**src/rtl/rs_pkg.sv**
```systemverilog
// rs_pkg -- shared constants and types for the reservation-station free tracker.
//   RS_LOW_FREE_THRESH   : lowFree asserts while the free count is below this
//   RS_REL_DELAY_DEFAULT : default release-to-free latency in cycles
//   rs_cnt_t             : free-count type sized for the default slot count
// The default slot count comes from the `RS_BUF_COUNT macro (8 if not set).
`ifndef RS_BUF_COUNT
`define RS_BUF_COUNT 8
`endif

package rs_pkg;
  localparam int RS_BUF_COUNT         = `RS_BUF_COUNT;
  localparam int RS_LOW_FREE_THRESH   = 3;
  localparam int RS_REL_DELAY_DEFAULT = 2;
  localparam int RS_CNT_W             = $clog2(RS_BUF_COUNT + 1);

  typedef logic [RS_CNT_W-1:0] rs_cnt_t;
endpackage

```
**src/rtl/rs_popcnt.sv**
```systemverilog
// rs_popcnt -- combinational population count.
//   bits  : input vector, WIDTH bits
//   count : number of ones in bits, $clog2(WIDTH+1) bits
module rs_popcnt
  import rs_pkg::*;
#(
  parameter int WIDTH = RS_BUF_COUNT
) (
  input  logic [WIDTH-1:0]           bits,
  output logic [$clog2(WIDTH+1)-1:0] count
);
  localparam int CW = $clog2(WIDTH + 1);

  always_comb begin
    count = '0;
    for (int i = 0; i < WIDTH; i++) begin
      count = count + CW'(bits[i]);
    end
  end
endmodule

```
**src/rtl/rs_free_track.sv**
```systemverilog
// rs_free_track -- free-slot bitmap for the reservation station.
// Ports:
//   clk, rst            : clock, asynchronous active-high reset
//   newRsSelect0..2     : one-hot-or-zero allocations (cleared next cycle)
//   release0..2         : one-hot-or-zero releases (free again REL_DELAY later)
//   flush               : all slots free next cycle, in-flight releases dropped
//   bufFree             : registered free bitmap, 1 = free
//   freeCount, lowFree  : registered popcount of bufFree and "fewer than 3 free"
//   error               : sticky protocol-violation flag
// Optional feature: define RS_FREE_CHECK_EN to build the protocol checker;
// without it error is tied low and no checking logic exists.
module rs_free_track
  import rs_pkg::*;
#(
  parameter int WIDTH     = `RS_BUF_COUNT,
  parameter int REL_DELAY = RS_REL_DELAY_DEFAULT
) (
  input  logic                         clk,
  input  logic                         rst,
  input  logic [WIDTH-1:0]             newRsSelect0,
  input  logic [WIDTH-1:0]             newRsSelect1,
  input  logic [WIDTH-1:0]             newRsSelect2,
  input  logic [WIDTH-1:0]             release0,
  input  logic [WIDTH-1:0]             release1,
  input  logic [WIDTH-1:0]             release2,
  input  logic                         flush,
  output logic [WIDTH-1:0]             bufFree,
  output logic [$clog2(WIDTH+1)-1:0]   freeCount,
  output logic                         lowFree,
  output logic                         error
);
  localparam int CW = $clog2(WIDTH + 1);
  // The bufFree register itself is the final delay stage, so only
  // REL_DELAY-1 explicit stages are needed for a total latency of REL_DELAY.
  localparam int STAGES = REL_DELAY - 1;

  logic [WIDTH-1:0] alloc_mask;
  logic [WIDTH-1:0] rel_mask;
  logic [WIDTH-1:0] rel_mature;
  logic [WIDTH-1:0] buf_free_d, buf_free_q;
  logic [CW-1:0]    free_count_d, free_count_q;
  logic             low_free_d, low_free_q;
`ifdef RS_FREE_CHECK_EN
  logic [WIDTH-1:0] rel_pending;
`endif

  if (REL_DELAY > 1) begin : g_pipe
    logic [WIDTH-1:0] pipe_d [STAGES];
    logic [WIDTH-1:0] pipe_q [STAGES];

    always_comb begin
      for (int i = 0; i < STAGES; i++) pipe_d[i] = '0;
      // A flush empties the pipeline and also drops this cycle's releases.
      if (!flush) begin
        pipe_d[0] = rel_mask;
        for (int i = 1; i < STAGES; i++) pipe_d[i] = pipe_q[i-1];
      end
    end

    always_ff @(posedge clk or posedge rst) begin
      if (rst) begin
        for (int i = 0; i < STAGES; i++) pipe_q[i] <= '0;
      end else begin
        for (int i = 0; i < STAGES; i++) pipe_q[i] <= pipe_d[i];
      end
    end

    assign rel_mature = pipe_q[STAGES-1];

`ifdef RS_FREE_CHECK_EN
    always_comb begin
      rel_pending = '0;
      for (int i = 0; i < STAGES; i++) rel_pending = rel_pending | pipe_q[i];
    end
`endif
  end else begin : g_no_pipe
    assign rel_mature = rel_mask;
`ifdef RS_FREE_CHECK_EN
    assign rel_pending = '0;
`endif
  end

  always_comb begin
    alloc_mask = newRsSelect0 | newRsSelect1 | newRsSelect2;
    rel_mask   = release0 | release1 | release2;
    // Alloc is applied after the matured release so it wins a same-slot race.
    if (flush) buf_free_d = '1;
    else       buf_free_d = (buf_free_q | rel_mature) & ~alloc_mask;
    low_free_d = (free_count_d < CW'(RS_LOW_FREE_THRESH));
  end

  // Counting the next-state bitmap keeps freeCount coherent with bufFree.
  rs_popcnt #(.WIDTH(WIDTH)) u_popcnt (
    .bits  (buf_free_d),
    .count (free_count_d)
  );

  always_ff @(posedge clk or posedge rst) begin
    if (rst) begin
      buf_free_q   <= '1;
      free_count_q <= CW'(WIDTH);
      low_free_q   <= 1'b0;
    end else begin
      buf_free_q   <= buf_free_d;
      free_count_q <= free_count_d;
      low_free_q   <= low_free_d;
    end
  end

  assign bufFree   = buf_free_q;
  assign freeCount = free_count_q;
  assign lowFree   = low_free_q;

`ifdef RS_FREE_CHECK_EN
  logic error_d, error_q;
  logic viol;

  always_comb begin
    viol = (|(alloc_mask & ~buf_free_q))
         | (|(rel_mask & (buf_free_q | rel_pending)))
         | (|((newRsSelect0 & newRsSelect1) | (newRsSelect0 & newRsSelect2) |
              (newRsSelect1 & newRsSelect2)))
         | (|((release0 & release1) | (release0 & release2) | (release1 & release2)));
    // Inputs presented with flush are discarded, so they cannot violate.
    error_d = error_q | (viol & ~flush);
  end

  always_ff @(posedge clk or posedge rst) begin
    if (rst) error_q <= 1'b0;
    else     error_q <= error_d;
  end

  assign error = error_q;
`else
  assign error = 1'b0;
`endif
endmodule

```
**config.mk**
```make
export PLATFORM = sky130hd
export DESIGN_NAME = rs_free_track
export DESIGN_NICKNAME = d
export VERILOG_FILES = /design/src/rtl/rs_pkg.sv /design/src/rtl/rs_popcnt.sv /design/src/rtl/rs_free_track.sv
export SDC_FILE = /design/constraint.sdc
export NUM_CORES = 1
export LEC_CHECK = 0
export ABC_AREA = 0
export CAP_MARGIN = 25
export CORE_ASPECT_RATIO = 1.5
export CORE_MARGIN = 3
export CORE_UTILIZATION = 34
export CTS_CLUSTER_DIAMETER = 100
export DETAILED_ROUTE_END_ITERATION = 12
export PLACE_DENSITY_LB_ADDON = 0.15
export SYNTH_ARGS = -nofsm -noshare
export SYNTH_HDL_FRONTEND = slang
export SYNTH_SLANG_ARGS = --single-unit
```
**constraint.sdc**
```tcl
create_clock -name clk -period 4 [get_ports clk]
set_input_delay 0.6 -clock clk [delete_from_list [all_inputs] [get_ports clk]]
set_output_delay 0.6 -clock clk [all_outputs]
set_load 0.02 [all_outputs]
```
==> key figures <==
Run status
  • Status: finished, final reports clean

Floorplan
  • Die width: 48.93 um
  • Top Ports: 65
  • Full die area: 3444 sq um
  • Core Region: 2532 sq um
  • Die Y: 70.39 um
  • # rows: 22
  • Initial Util: 0.3710

STA
  • Fin. max-slew vios: 0
  • Final Hold Viols: 0
  • Minimum hold slack: 0.5431 ns
  • Fmax: 262.6 MHz
  • Worst Tran Pin Value: 0.7493 ns
  • Worst setup margin: 0.1914 ns
  • RSZ-0062 raised after global routing: no
  • Setup TNS Final: 0 ns
  • Setup Skew: 0.006742 ns
  • Slew margin rel.: 0.4999
  • Period Utilization, post-route: 0.9521
  • Setup-failing EPs final: 0
  • Post-layout min period: 3.809 ns

Yosys
  • Seq cells post-synth: 21
  • Post-Syn Nets: 140
  • Compound-cell area share of the yosys netlist: 0.05859
  • EDFF count, synth: 0
  • Ys async rst share: 1.000
  • Synth warn: 0
  • Mapped cell area: 939.7 sq um
  • Synth Instances: 82
  • Main combinational cell family by area after synthesis: simple AND/OR/NAND/NOR gates
  • Post-synth cell types: 17
  • Fraction of synthesized area in multiplexers: 0
  • Sequential element share of the synthesized area: 0.5712
  • Simple-gate share of the synthesized area: 0.1904
  • Syn avg cell area: 11.46 sq um
  • Post-Synth XOR/XNOR Area: 0.009321
  • Main flop type after synthesis: dfrtp_1
  • Adder-Cell Fraction of Synth Area: 0.1252

Placed design
  • IO Port Bufs: 63
  • Post-DP Area: 1633 sq um
  • Placed cells: 183
  • Setup WS pre-CTS: -0.2293 ns
  • HPWL Detailed: 1962 um
  • RePlAce Congestion: 0.7736

Route
  • DR vias: 836
  • Final ANT Viol Nets: 0
  • Total Wirelength: 2287 um
  • TritonRoute pass-1 iters: 1
  • Initial DRC Count: 0
  • Drt wl/cell: 12.23 um
  • DRC: 0
  • DR vias/cell: 4.471

Power and ir drop
  • Total power: 0.5856 mW
  • Leakage: 0.6908 nW
  • PwrDens: 350.6 nW/um^2
  • Worst-case vdd ir drop: 0.0002049 V

Worst setup path
  • Max FO, Critical Path: 2
  • WS Path Type: in2reg
  • CP Capture Type: register
  • Crit path launch type: input pin
  • CP required: 4.23 ns
  • Arr. time, crit path: 4.04 ns

Clock network
  • H-tree depth: 1
  • CTS buffer count: 3
  • Clk root buf: clkbuf_4
  • Clock Sink Count: 21
  • Number of hold buffers added after CTS: 0
  • Clk Latency, worst-skew pair: 0.30 ns
  • Postcts setup bufs: 0
  • Bufs on Longest Clock Path: 2
  • CTS tree: done
  • Worst-path clk slew: 0.12 ns

Finish
  • Area Growth Syn to Fin: 77.76%
  • Final core occ: 0.6596
  • Share of layout cells above drive strength 1: 0.1325
  • Number of diodes: 0
  • Final Non-Filler Cells: 187
  • Nets@finish: 210
  • Design area: 1670 sq um

Run
  • Max-cap violations: 0

Worst hold path
  • Hold Crit Class: reg2reg

GRT
  • Gr busiest metal: met2
  • Met3 GRT Util: 0.02345
  • Total GRT Usage: 0.1434
  • Largest net degree at the start of global routing: 22
  • Grt ovf: 0
  • Initial antenna violation count: 0
  • GRT met2 Usage: 0.2935
  • First-pass GRT wire length: 3836 um
  • Vias in the first global route: 958
  • Met1 usage: 0.1352
synthesized netlist by cell type, types with 3 or more instances:
| cell | number | share of area |
|---|---|---|
| ha_1 | 3 | 0.040 |
| nor4_1 | 4 | 0.027 |
| o41ai_1 | 4 | 0.037 |
| nor3_1 | 8 | 0.043 |
| fa_1 | 4 | 0.085 |
| inv_1 | 7 | 0.028 |
| nor2_1 | 20 | 0.080 |
| dfrtp_1 | 12 | 0.32 |
| dfstp_2 | 9 | 0.25 |
| or2_1 | 4 | 0.027 |
repair_timing:
item	CTS	global route
setup endpoints to repair	0	1
gates resized for setup	0	1
endpoints found under the hold margin	0	0
final cells by class:
class                           instances  area (sq um)
Clock inverter                          1         7.507
Multi-Input combinational cell         52         371.6
Clock buffer                            3         22.52
Fill cell                             239         862.1
Timing Repair Buffer                   67         660.6
Sequential cell                        21         536.8
Tap cell                               36         45.04
Inverter                                7         26.28
per-layer routing:
metal / vias to the layer above / share of wire / routed length (um)
met1: 398 / 0.34 / 770
met3: 2 / 0.044 / 100
met4: 0 / 0.0074 / 17
met2: 28 / 0.61 / 1399
li1: 408 / - / -
met5: - / 0 / 0
final timing paths:
check	depth (start not counted)	startpoint	endpoint	slack, ns
max	10	newRsSelect1[0]	lowFree$_DFF_PP0_	0.19
min in group asynchronous	2	rst	freeCount[0]$_DFF_PP0_	0.72
min reg2reg	2	bufFree[0]$_DFF_PP1_	bufFree[0]$_DFF_PP1_	0.54
min	2	bufFree[0]$_DFF_PP1_	bufFree[0]$_DFF_PP1_	0.54
max reg2reg	10	bufFree[0]$_DFF_PP1_	lowFree$_DFF_PP0_	0.43
max in group asynchronous	2	rst	g_pipe.pipe_q[1]$_DFF_PP0_	2.81
sequential cells by signal, summed over array words and instances (netlist names):
register,count
bufFree,8
freeCount,4
g_pipe.pipe_q,8
lowFree,1
worst max-delay path, cell delays in order:
cell,delay [ns]
clkdlybuf4s50_1,0.40
o41ai_1,0.46
ha_1,0.32
fa_1,0.49
inv_1,0.06
fa_1,0.48
fa_1,0.48
fa_1,0.40
xnor2_1,0.17
a211oi_2,0.19
power breakdown:
part	switching, mW	leakage (nW)	internal (mW)	total, mW
Combinational	0.0995	0.439	0.128	0.227
Sequential	0.00864	0.238	0.247	0.256
Clock	0.0647	0.0139	0.0380	0.103
Total	0.173	0.691	0.413	0.586
kinds of logic (layout without fill, tap and decap cells):
family,after synthesis,after routing
and+or+nand+nor,37,37
xor gates and xnor gates,1,1
other,1,1
AOI/OAI and AO/OA,6,6
DFF,21,21
adders and majority gates,7,7
buffers and inverters,9,78
layout by cell type, fill, tap and decap left out, types with 4 or more instances in the layout:
cell / n
buf_4: 4
clkdlybuf4s50_1: 63
dfrtp_1: 12
dfstp_2: 9
fa_1: 4
inv_1: 7
nor2_1: 20
nor3_1: 8
nor4_1: 4
or2_1: 4
Note: power is estimated with default switching activity, not from simulation.
